## src/rtl/gin_pkg.sv

```systemverilog
// Shared defaults and helpers for the global input network.
package gin_pkg;

    localparam int unsigned GIN_NUMS_PE_ROW = 6;
    localparam int unsigned GIN_NUMS_PE_COL = 8;
    localparam int unsigned GIN_DATA_BITS   = 32;
    localparam int unsigned GIN_XID_BITS    = 5;
    localparam int unsigned GIN_YID_BITS    = 5;

    function automatic int unsigned pe_index(input int unsigned row, input int unsigned col,
                                             input int unsigned ncol);
        return row * ncol + col;
    endfunction

endpackage

```

## src/rtl/gin_id_scan_chain.sv

```systemverilog
// Shift-register chain holding programmable PE IDs; entry 0 takes the scan input.
module gin_id_scan_chain #(
    parameter int unsigned DEPTH   = 6,
    parameter int unsigned ID_SIZE = 5
) (
    input  logic                       clk,
    input  logic                       rst,
    input  logic                       set_id,
    input  logic [ID_SIZE-1:0]         ID_scan_in,
    output logic [ID_SIZE-1:0]         ID_scan_out,
    output logic [DEPTH*ID_SIZE-1:0]   ID_out
);

    logic [DEPTH*ID_SIZE-1:0] chain_q, chain_d;

    always_comb begin
        chain_d = chain_q;
        if (set_id) begin
            chain_d[ID_SIZE-1:0] = ID_scan_in;
            for (int unsigned k = 1; k < DEPTH; k++) begin
                chain_d[k*ID_SIZE +: ID_SIZE] = chain_q[(k-1)*ID_SIZE +: ID_SIZE];
            end
        end
    end

    always_ff @(posedge clk or posedge rst) begin
        if (rst) begin
            chain_q <= '0;
        end else begin
            chain_q <= chain_d;
        end
    end

    assign ID_out      = chain_q;
    assign ID_scan_out = chain_q[(DEPTH-1)*ID_SIZE +: ID_SIZE];

endmodule

```

## src/rtl/gin.sv

```systemverilog
// Global input network: buffers one GLB word and multicasts it to every PE whose
// (row ID, column ID) matches the word's tags, tracking delivery per PE.
module gin
    import gin_pkg::*;
#(
    parameter int unsigned NUMS_PE_ROW = GIN_NUMS_PE_ROW,
    parameter int unsigned NUMS_PE_COL = GIN_NUMS_PE_COL,
    parameter int unsigned DATA_BITS   = GIN_DATA_BITS,
    parameter int unsigned XID_BITS    = GIN_XID_BITS,
    parameter int unsigned YID_BITS    = GIN_YID_BITS
) (
    input  logic                                       clk,
    input  logic                                       rst,
    input  logic                                       GIN_valid,
    output logic                                       GIN_ready,
    input  logic [DATA_BITS-1:0]                       GIN_data,
    input  logic [XID_BITS-1:0]                        tag_X,
    input  logic [YID_BITS-1:0]                        tag_Y,
    input  logic                                       set_XID,
    input  logic [XID_BITS-1:0]                        XID_scan_in,
    input  logic                                       set_YID,
    input  logic [YID_BITS-1:0]                        YID_scan_in,
    output logic [NUMS_PE_ROW*NUMS_PE_COL-1:0]         PE_valid,
    input  logic [NUMS_PE_ROW*NUMS_PE_COL-1:0]         PE_ready,
    output logic [DATA_BITS*NUMS_PE_ROW*NUMS_PE_COL-1:0] PE_data
);

    localparam int unsigned NUM_PE = NUMS_PE_ROW * NUMS_PE_COL;

    logic [NUMS_PE_ROW*YID_BITS-1:0] yid;
    logic [NUM_PE*XID_BITS-1:0]      xid;
    logic [NUM_PE-1:0]               target;
    logic [NUM_PE-1:0]               pending_q, pending_d;
    logic [DATA_BITS-1:0]            data_q, data_d;
    logic                            accept;

    gin_id_scan_chain #(
        .DEPTH   (NUMS_PE_ROW),
        .ID_SIZE (YID_BITS)
    ) u_yid_chain (
        .clk         (clk),
        .rst         (rst),
        .set_id      (set_YID),
        .ID_scan_in  (YID_scan_in),
        .ID_scan_out (),
        .ID_out      (yid)
    );

    gin_id_scan_chain #(
        .DEPTH   (NUM_PE),
        .ID_SIZE (XID_BITS)
    ) u_xid_chain (
        .clk         (clk),
        .rst         (rst),
        .set_id      (set_XID),
        .ID_scan_in  (XID_scan_in),
        .ID_scan_out (),
        .ID_out      (xid)
    );

    always_comb begin
        target = '0;
        for (int unsigned r = 0; r < NUMS_PE_ROW; r++) begin
            for (int unsigned c = 0; c < NUMS_PE_COL; c++) begin
                target[pe_index(r, c, NUMS_PE_COL)] =
                    (yid[r*YID_BITS +: YID_BITS] == tag_Y) &&
                    (xid[pe_index(r, c, NUMS_PE_COL)*XID_BITS +: XID_BITS] == tag_X);
            end
        end
    end

    // Ready as soon as every outstanding PE completes this cycle, so a new word can
    // overwrite the mask with no bubble.
    assign GIN_ready = ((pending_q & ~PE_ready) == '0);
    assign accept    = GIN_valid && GIN_ready;

    always_comb begin
        pending_d = pending_q & ~PE_ready;
        data_d    = data_q;
        if (accept) begin
            pending_d = target;
            data_d    = GIN_data;
        end
    end

    always_ff @(posedge clk or posedge rst) begin
        if (rst) begin
            pending_q <= '0;
            data_q    <= '0;
        end else begin
            pending_q <= pending_d;
            data_q    <= data_d;
        end
    end

    assign PE_valid = pending_q;
    assign PE_data  = {NUM_PE{data_q}};

endmodule

```

## config.mk

```make
export PLATFORM = sky130hd
export DESIGN_NAME = gin
export DESIGN_NICKNAME = d
export VERILOG_FILES = /design/src/rtl/gin_pkg.sv /design/src/rtl/gin_id_scan_chain.sv /design/src/rtl/gin.sv
export SDC_FILE = /design/constraint.sdc
export NUM_CORES = 1
export LEC_CHECK = 0
export CORE_AREA = 10 10 647 649
export CTS_BUF_LIST = sky130_fd_sc_hd__clkbuf_16
export CTS_CLUSTER_DIAMETER = 40
export CTS_CLUSTER_SIZE = 25
export DETAILED_ROUTE_END_ITERATION = 7
export DIE_AREA = 0 0 657 659
export HOLD_SLACK_MARGIN = 0.06
export PLACE_DENSITY = 0.3
export SYNTH_ARGS = -nofsm -noshare
export SYNTH_HDL_FRONTEND = slang
export SYNTH_SLANG_ARGS = --single-unit
```

## constraint.sdc

```tcl
create_clock -name clk -period 22.6 [get_ports clk]
set_input_delay 3.39 -clock clk [delete_from_list [all_inputs] [get_ports clk]]
set_output_delay 3.39 -clock clk [all_outputs]
set_load 0.1 [all_outputs]
```

==> results.rst, run 1 <==
.. list-table::
   :header-rows: 1

   * - Metric
     - Value
   * - Worst Tran Pin Value
     - around 1.2 ns
   * - Part of the cycle the worst path needs
     - between 40% and 50%
   * - Number of violations reported at the end of detailed-routing iteration 0
     - 655
   * - Yosys top cell by area
     - sky130_fd_sc_hd__buf_4
   * - Result of the run
     - completed
   * - Area of placed instances
     - about 0.04 mm2
   * - FF-to-FF setup slack
     - 18.47 ns
   * - Portion of synthesized cell area occupied by the leading cell type
     - 40.9%
   * - Final ANT Viol Nets
     - 0
   * - Required time of the worst setup path
     - 19.21 ns
   * - Worst Clk Skew
     - 0.0951 ns
   * - Primary flip-flop cell chosen by synthesis mapping
     - sky130_fd_sc_hd__dfrtp_1
   * - Maximum number of pins on one net before global-route repair
     - 136
   * - Dpl cells
     - 8,308
   * - Final Routed Wirelength
     - between 100 and 150 mm
   * - Fillers
     - roughly 46k
   * - Top cells by instance count after synthesis
     - sky130_fd_sc_hd__buf_4, sky130_fd_sc_hd__dfrtp_1, sky130_fd_sc_hd__mux2_2, sky130_fd_sc_hd__xor2_1, sky130_fd_sc_hd__xnor2_1
   * - Critical path's top delay family
     - simple AND/OR/NAND/NOR gates
   * - Clk pin slew, worst setup/hold paths
     - 0.05 ns
   * - Count of placed standard cells in the final layout, fillers left out
     - approximately 8.5k
   * - Asr flop ratio synth
     - 100%
   * - Cell Area, Synth
     - 0.0276 mm2
   * - Cell depth of the worst flop-to-flop path
     - 6
   * - Total DRC errors in the routed layout
     - 0
   * - TritonCTS clock tree
     - yes
   * - Total of endpoints with negative setup slack in the final report
     - 0
   * - Vias in the first global route
     - 19.4k
   * - Highest clock frequency the design can meet
     - about 93 MHz
   * - End of the worst register-to-register path
     - data_q[16]
   * - Maximum fanout along the worst path
     - 6
   * - Weighted congestion reported at the end of routability-driven placement
     - ~0.68
   * - Flop and latch count out of synthesis
     - 350
   * - Ordered list of cells on the worst path
     - clkdlybuf4s50_1 > nand2b_1 > nand4_1 > nor4_4 > nand3_1 > inv_1 > clkdlybuf4s50_1
   * - Min-delay worst type
     - reg -> reg
   * - Post-synthesis net count
     - 2,834
   * - Headroom to the max-slew limit
     - 23.0%
   * - Most numerous cell on the critical path
     - sky130_fd_sc_hd__clkdlybuf4s50_1
   * - # hold bufs at CTS
     - 0
   * - Sum Neg Setup Slack
     - 0 ns
   * - Core footprint
     - ~0.41 mm2
   * - Max-cap violations
     - 0
   * - Routed len/inst
     - 15.9 um
   * - Leading cell types by total area after synthesis
     - sky130_fd_sc_hd__buf_4, sky130_fd_sc_hd__dfrtp_1, sky130_fd_sc_hd__mux2_2
   * - Crit path max-delay cell type
     - sky130_fd_sc_hd__clkdlybuf4s50_1
   * - Sink count of the clock tree
     - 350
   * - Layout net count
     - 3,090
   * - Die Y
     - 659 um
   * - Capture endpoint of the worst hold path
     - u_xid_chain.ID_out[164]
   * - Horizontal die dimension
     - 657 um
   * - Worst path arrival time
     - around 7.4 ns
   * - Number of primary I/O pins
     - 1,690
   * - Die outline area
     - 0.433 mm2
   * - Launch point of the worst hold path
     - u_xid_chain.ID_out[159]
   * - Non-Filler Cell Area, Final
     - 0.0435 mm2
   * - Insertion delay to the later sink of the worst-skew pair
     - 0.83 ns
   * - Quantity of gates resized following cts
     - 0
   * - Register Area
     - about 0.009 mm2
   * - Endpoints failing hold
     - 0
   * - Worst Setup Start Kind
     - input port
   * - Setup slack after layout
     - 11.86 ns
   * - Number of library cell types mapped by synthesis
     - 26
   * - HPWL after detailed placement
     - about 110 mm
   * - Worst hold stages
     - 1
   * - Detailed-route vias per instance
     - 2.07
   * - Buffer depth of the longest clock path
     - 4
   * - Layout Area Growth over Synthesis
     - 57.6%
   * - Congestion Overflow GR
     - 0
   * - Most repeated cell in the gate-level netlist after synthesis
     - sky130_fd_sc_hd__buf_4
   * - Number of optimization iterations in the first detailed-route pass
     - 4
   * - Nature of the critical path endpoint
     - output port
   * - Port buffer count
     - between 1.5k and 2k
   * - Rows
     - 234
   * - Clock buffer count from CTS
     - a little over 100
   * - Total track usage
     - 5.81%
   * - Post-placement setup slack
     - 11.56 ns
   * - Crit-path max cell delay
     - 1.14 ns
   * - Critical register-to-register path startpoint
     - PE_valid[27]
   * - Clock root cell
     - sky130_fd_sc_hd__clkbuf_16
   * - Multi-input gate area
     - 0.00724 mm2
   * - Yosys warning count
     - 0
   * - CTS H-tree lvls
     - 3
   * - RSZ-0062 raised after global routing
     - no
   * - Mean cell area of the mapped netlist
     - 10.1 um2
   * - Initial antenna violation count
     - 37
   * - Effective utilization at floorplan
     - a little under 7%
   * - Part of the Yosys area used for sequential elements
     - 31.7%
   * - Layout cells sized above 1
     - 17.8%
   * - Global-route wire length before repair
     - 180 mm
   * - Mapped Cells
     - 2,729
   * - Number of enable flip-flop cells after synthesis
     - 0
   * - CP Class
     - in -> out
   * - Count of vias placed by the detailed router
     - 17.6k
   * - Setup Buffers After CTS
     - 0
   * - Count of buffer and inverter cells on the critical path
     - 3
   * - Slew Viols, Final
     - 0
   * - Post-route minimum period
     - 10.74 ns
-- cell usage in the layout, fill, tap and decap left out, drive strengths merged --
master	netlist	layout
mux2	302	302
nand2	3	3
nor4	5	5
nand2b	48	48
diode	0	16
nor3	39	39
nand4	23	23
dfrtp	350	350
clkinv	0	41
xnor2	130	130
buf	1535	51
nand3	52	52
or4	8	8
bufinv	0	17
clkinvlp	0	13
or2	1	1
o31ai	14	14
nor2	5	5
o21ai	34	34
and3	1	1
clkbuf	37	105
inv	2	12
xor2	140	140
clkdlybuf4s50	0	1671
-- cell type report --
cell class / instances / area share [%]
Timing Repair Buffer: 1723 / 39.4
Sequential cell: 350 / 20.2
Multi-Input combinational cell: 805 / 16.6
Tap cell: 5428 / 15.6
Clock buffer: 104 / 5.98
Clock inverter: 81 / 2.02
Antenna cell: 16 / 0.0921
Inverter: 2 / 0.0345
-- how the worst max path moves through the flow --
stage                             from          end  slack (ns)  cells after the start
after floorplan                    rst  PE_valid[0]        9.50                      1
after global placement    PE_ready[27]    GIN_ready       11.55                      7
after detailed placement  PE_ready[27]    GIN_ready       11.56                      7
after CTS                 PE_ready[27]    GIN_ready       11.56                      7
after global routing      PE_ready[27]    GIN_ready       11.64                      7
final                     PE_ready[27]    GIN_ready       11.86                      7
-- registers in the layout, indices dropped and copies added, names as in the netlist --
name	count
PE_valid	48
data_q	32
u_xid_chain.ID_out	240
u_yid_chain.ID_out	30
-- per-stage QoR --
step	utilization, %	hold slack, ns
floorplan	-	0.501
global placement	9.86	0.499
detailed placement	9.86	0.505
CTS	10.7	0.428
global route	10.7	0.465
finish	10.7	0.467
-- cell families (layout without fill, tap and decap cells) --
group	after synthesis	count (layout)	synth area share [%]
buffers and inverters	1574	1910	42.0
flip-flops	350	350	31.7
multiplexers	302	302	12.7
XOR/XNOR	270	270	8.57
AND/OR/NAND/NOR	185	185	3.96
AO/OA/AOI/OAI	48	48	0.997
other	0	16	0
-- per-layer routing --
layer,track usage (%),up-vias,part of all wire (%)
li1,-,7824,-
met1,6.21,8725,37
met2,10.6,898,52
met3,2.10,168,8.0
met4,1.82,4,3.3
met5,0,-,0.018
Power of run 1 is not shown: default switching activity piles up to over one toggle a cycle in this logic, so the estimate is an artifact.
==> run 2: changes to the inputs <==
==> constraint.sdc (replaced) <==
create_clock -name clk -period 10.9 [get_ports clk]
set_input_delay 1.635 -clock clk [delete_from_list [all_inputs] [get_ports clk]]
set_output_delay 1.635 -clock clk [all_outputs]
set_load 0.1 [all_outputs]
==> results.rst, run 2 (synthesized netlist as in run 1, its figures left out) <==
.. list-table::
   :header-rows: 1

   * - Metric
     - Value
   * - Post-route minimum period
     - 7.81 ns
   * - Effective utilization at floorplan
     - 6.81%
   * - Worst Clk Skew
     - 0.106 ns
   * - Worst hold slack across all endpoints
     - 0.499 ns
   * - Crit-path max cell delay
     - 1.18 ns
   * - Horizontal die dimension
     - 657 um
   * - Max-cap violations
     - 0
   * - Detailed-route vias per instance
     - 2.07
   * - Total DRC errors in the routed layout
     - 0
   * - RSZ-0062 raised after global routing
     - no
   * - Core footprint
     - 0.405 mm2
   * - Number of optimization iterations in the first detailed-route pass
     - 4
   * - Die outline area
     - 0.433 mm2
   * - Buffer depth of the longest clock path
     - 4
   * - Port buffer count
     - approximately 1.7k
   * - HPWL after detailed placement
     - 106 mm
   * - Layout cells sized above 1
     - 18.3%
   * - Register Area
     - just under 0.009 mm2
   * - Most common cell after layout, fill and taps aside
     - sky130_fd_sc_hd__clkdlybuf4s50_1
   * - Worst Tran Pin Value
     - approximately 1.2 ns
   * - Clock buffer count from CTS
     - 108
   * - Clk pin slew, worst setup/hold paths
     - 0.05 ns
   * - Endpoints failing hold
     - 0
   * - Crit path max-delay cell type
     - sky130_fd_sc_hd__clkdlybuf4s50_1
   * - Initial antenna violation count
     - 33
   * - Layout net count
     - 3,088
   * - Insertion delay to the later sink of the worst-skew pair
     - 0.82 ns
   * - Rows
     - 234
   * - CTS H-tree lvls
     - 3
   * - Count of buffer and inverter cells on the critical path
     - 3
   * - CP Class
     - in -> out
   * - Flip-flop count of the largest register after layout
     - between 200 and 250
   * - Routed len/inst
     - around 16 um
   * - Die Y
     - 659 um
   * - Required time of the worst setup path
     - 9.27 ns
   * - Maximum fanout along the worst path
     - 22
   * - Final Routed Wirelength
     - 134 mm
   * - Result of the run
     - completed
   * - Setup Buffers After CTS
     - 0
   * - Total track usage
     - approximately 5.8%
   * - Maximum number of pins on one net before global-route repair
     - 167
   * - Highest clock frequency the design can meet
     - approximately 130 MHz
   * - Count of placed standard cells in the final layout, fillers left out
     - 8,508
   * - Global-route wire length before repair
     - 178 mm
   * - Critical path's top delay family
     - simple AND/OR/NAND/NOR gates
   * - Count of vias placed by the detailed router
     - 17.6k
   * - Number of primary I/O pins
     - 1,690
   * - Total of endpoints with negative setup slack in the final report
     - 0
   * - Multi-input gate area
     - 0.00724 mm2
   * - Clock root cell
     - sky130_fd_sc_hd__clkbuf_16
   * - Nature of the critical path endpoint
     - output port
   * - Most numerous cell on the critical path
     - sky130_fd_sc_hd__clkdlybuf4s50_1
   * - Weighted congestion reported at the end of routability-driven placement
     - 0.677
   * - Headroom to the max-slew limit
     - 20.0%
   * - Worst Setup Start Kind
     - input port
   * - Dpl cells
     - 8,301
   * - Congestion Overflow GR
     - 0
   * - Quantity of gates resized following cts
     - 0
   * - Final ANT Viol Nets
     - 0
   * - # hold bufs at CTS
     - 0
   * - Min-delay worst type
     - reg -> reg
   * - Sum Neg Setup Slack
     - 0 ns
   * - Sink count of the clock tree
     - 350
   * - Top library cells by usage in the layout, fill and taps aside
     - sky130_fd_sc_hd__clkdlybuf4s50_1, sky130_fd_sc_hd__dfrtp_1, sky130_fd_sc_hd__mux2_2
   * - Layout Area Growth over Synthesis
     - 58.7%
   * - Worst path arrival time
     - 6.17 ns
   * - Vias in the first global route
     - 19.3k
   * - FF-to-FF setup slack
     - 6.82 ns
   * - TritonCTS clock tree
     - yes
   * - Fillers
     - 46.4k
   * - Part of the cycle the worst path needs
     - 71.6%
   * - Slew Viols, Final
     - 0
   * - Ordered list of cells on the worst path
     - clkdlybuf4s50_1 > nand2b_1 > nand4_1 > nor4_4 > nand3_2 > inv_1 > clkdlybuf4s50_1
   * - Number of violations reported at the end of detailed-routing iteration 0
     - 640
[run 2: changes by cell type in the layout (fill, tap and decap cells not counted), sizes merged]
cell	change
bufinv	+10
buf	-1
clkinvlp	-6
clkdlybuf4s50	-6
inv	+4
clkinv	-2
clkbuf	+4
diode	-4
[run 2: path summary, 6_finish.rpt]
kind                                        start                endpoint  cells past startpoint
setup / recovery                     PE_ready[30]               GIN_ready                      7
hold / removal             u_xid_chain.ID_out[87]  u_xid_chain.ID_out[92]                      1
setup reg to reg                     PE_valid[22]              data_q[16]                      6
hold reg to reg            u_xid_chain.ID_out[87]  u_xid_chain.ID_out[92]                      1
max in group asynchronous                     rst  u_yid_chain.ID_out[13]                      4
min in group asynchronous                     rst            PE_valid[43]                      2
[run 2: per-layer routing]
metal	routed length, um	part of all wire [%]	GRT usage [%]	up-vias
li1	-	-	-	7839
met1	49300	37	6.14	8755
met2	69100	52	10.4	889
met3	11900	8.9	2.31	156
met4	3530	2.6	1.71	10
met5	67	0.050	0	-
[run 2: metrics by stage]
step                      utilization [%]  area [um2]  setup slack, ns
final                                10.8       43800             3.09
after global routing                 10.8       43800             2.90
after CTS                            10.8       43800             2.75
after detailed placement             9.85       39900             2.75
after global placement               9.85       39900             2.78
after floorplan                         -       27600             4.58
[run 2: layout make-up]
type	instances	share of cell area [%]
clock buffers	108	6.17
clock inverters	87	2.61
diodes	12	0.0686
flip-flops and latches	350	20.1
well taps	5428	15.5
inverters	2	0.0257
repair buffers	1716	39.0
multi-input cells	805	16.5
Power of run 2 is left out for the same reason.
==> run 3: changes to the inputs <==
==> constraint.sdc (replaced) <==
create_clock -name clk -period 6.3 [get_ports clk]
set_input_delay 0.945 -clock clk [delete_from_list [all_inputs] [get_ports clk]]
set_output_delay 0.945 -clock clk [all_outputs]
set_load 0.1 [all_outputs]
==> results.rst, run 3 (synthesized netlist as in run 1, its figures left out) <==
.. list-table::
   :header-rows: 1

   * - Metric
     - Value
   * - Flip-flop count of the largest register after layout
     - 240
   * - Final Routed Wirelength
     - about 140 mm
   * - Worst path arrival time
     - 3.96 ns
   * - Die outline area
     - 0.433 mm2
   * - Routed len/inst
     - around 16 um
   * - End of the worst register-to-register path
     - data_q[16]
   * - Result of the run
     - completed
   * - Final ANT Viol Nets
     - 0
   * - Worst hold stages
     - 1
   * - Most common cell after layout, fill and taps aside
     - sky130_fd_sc_hd__clkdlybuf4s50_1
   * - Clock buffer count from CTS
     - 106
   * - Global-route wire length before repair
     - 183 mm
   * - # hold bufs at CTS
     - 0
   * - Endpoints failing hold
     - 0
   * - Layout net count
     - 3,098
   * - Worst Setup Start Kind
     - input port
   * - Maximum number of pins on one net before global-route repair
     - 121
   * - DRT met1 WL
     - 50.4 mm
   * - Worst hold slack across all endpoints
     - 0.483 ns
   * - DR WL met3
     - ~11 mm
   * - Sink count of the clock tree
     - 350
   * - Layout Area Growth over Synthesis
     - 58.3%
   * - Area of placed instances
     - 0.0400 mm2
   * - Ordered list of cells on the worst path
     - clkdlybuf4s50_1 > nand2b_1 > nand4_1 > nor4_4 > nand3_1 > inv_1 > buf_4
   * - Critical path's top delay family
     - simple AND/OR/NAND/NOR gates
   * - Non-Filler Cell Area, Final
     - between 0.04 and 0.05 mm2
   * - HPWL after detailed placement
     - approximately 110 mm
   * - FF-to-FF setup slack
     - 2.84 ns
   * - Total DRC errors in the routed layout
     - 0
   * - Post-route minimum period
     - approximately 5 ns
   * - Total of endpoints with negative setup slack in the final report
     - 0
   * - RSZ-0062 raised after global routing
     - no
   * - Cell depth of the worst flop-to-flop path
     - 7
   * - Clk pin slew, worst setup/hold paths
     - 0.04 ns
   * - Die Y
     - 659 um
   * - Fillers
     - 46.4k
   * - Setup Buffers After CTS
     - 0
   * - Quantity of gates resized following cts
     - 0
   * - TritonCTS clock tree
     - yes
   * - Initial antenna violation count
     - 27
   * - Nature of the critical path endpoint
     - output port
   * - CTS H-tree lvls
     - 3
   * - Launch point of the worst hold path
     - u_xid_chain.ID_out[11]
   * - Count of vias placed by the detailed router
     - 17.7k
   * - Maximum fanout along the worst path
     - 6
   * - Highest clock frequency the design can meet
     - a little over 200 MHz
   * - Number of violations reported at the end of detailed-routing iteration 0
     - 628
   * - Vias in the first global route
     - 19.5k
   * - Slew Viols, Final
     - 0
   * - Headroom to the max-slew limit
     - 20.6%
   * - Crit path max-delay cell type
     - sky130_fd_sc_hd__nor4_4
   * - Number of primary I/O pins
     - 1,690
   * - Top library cells by usage in the layout, fill and taps aside
     - sky130_fd_sc_hd__clkdlybuf4s50_1, sky130_fd_sc_hd__dfrtp_1, sky130_fd_sc_hd__mux2_2
   * - Port buffer count
     - ~1.7k
   * - Worst Clk Skew
     - approximately 0.099 ns
   * - Critical register-to-register path startpoint
     - PE_valid[31]
   * - Count of buffer and inverter cells on the critical path
     - 3
   * - Congestion Overflow GR
     - 0
   * - Effective utilization at floorplan
     - 6.81%
   * - Insertion delay to the later sink of the worst-skew pair
     - ~0.83 ns
   * - CP Class
     - in -> out
   * - Rows
     - 234
   * - Required time of the worst setup path
     - 5.35 ns
   * - Detailed route wirelength on metal2
     - between 70 and 80 mm
   * - Crit-path max cell delay
     - 0.68 ns
   * - Core footprint
     - around 0.4 mm2
   * - Clock root cell
     - sky130_fd_sc_hd__clkbuf_16
   * - Detailed-route vias per instance
     - 2.08
   * - Weighted congestion reported at the end of routability-driven placement
     - 0.684
   * - Sum Neg Setup Slack
     - 0 ns
   * - Horizontal die dimension
     - about 660 um
   * - Number of optimization iterations in the first detailed-route pass
     - 4
   * - Worst Tran Pin Value
     - 1.19 ns
   * - Max-cap violations
     - 0
   * - Uppermost signal routing layer after detailed routing
     - met5
   * - Total track usage
     - 5.92%
   * - Min-delay worst type
     - reg -> reg
   * - Capture endpoint of the worst hold path
     - u_xid_chain.ID_out[16]
   * - Part of the cycle the worst path needs
     - a little under 80%
   * - Layout cells sized above 1
     - between 15 and 20%
   * - Buffer depth of the longest clock path
     - 4
## run 3: cell types whose count changed in the layout (fill, tap and decap cells not counted), sizes merged
cell	previous run	this run
inv	16	13
clkdlybuf4s50	1665	1664
buf	50	63
clkinvlp	7	5
bufinv	27	21
clkbuf	109	107
clkinv	39	51
diode	12	20
## run 3: through the flow
stage	setup slack, ns	cells	util, %
6_report	1.40	8527	10.8
5_1_grt	1.20	8512	10.8
4_1_cts	1.16	8507	10.8
3_5_place_dp	1.16	8313	9.87
3_3_place_gp	1.11	8313	9.87
2_1_floorplan	0.669	2729	-
## run 3: final cells by class
type	instances	area [um2]	area share, %
clock inverter	88	982	2.25
timing repair buffer	1728	17200	39.3
clock buffer	106	2650	6.07
tap	5428	6790	15.5
multi-input combinational	805	7240	16.6
inverter	2	11.3	0.0258
sequential	350	8800	20.1
antenna	20	50.0	0.115
## run 3: metal layers
| metal | GRT usage [%] | up-vias |
|---|---|---|
| li1 | - | 7854 |
| met1 | 6.25 | 8825 |
| met2 | 10.9 | 881 |
| met3 | 2.20 | 149 |
| met4 | 1.75 | 8 |
| met5 | 0 | - |
## run 3: worst max path at each step
stage	startpoint	end	slack [ns]	depth (start not counted)
2_1_floorplan	rst	PE_valid[0]	0.67	1
4_1_cts	PE_ready[37]	GIN_ready	1.16	7
6_report	PE_ready[31]	GIN_ready	1.40	7
3_3_place_gp	PE_ready[37]	GIN_ready	1.11	7
3_5_place_dp	PE_ready[37]	GIN_ready	1.16	7
5_1_grt	PE_ready[37]	GIN_ready	1.20	7
Power of run 3 is left out for the same reason.
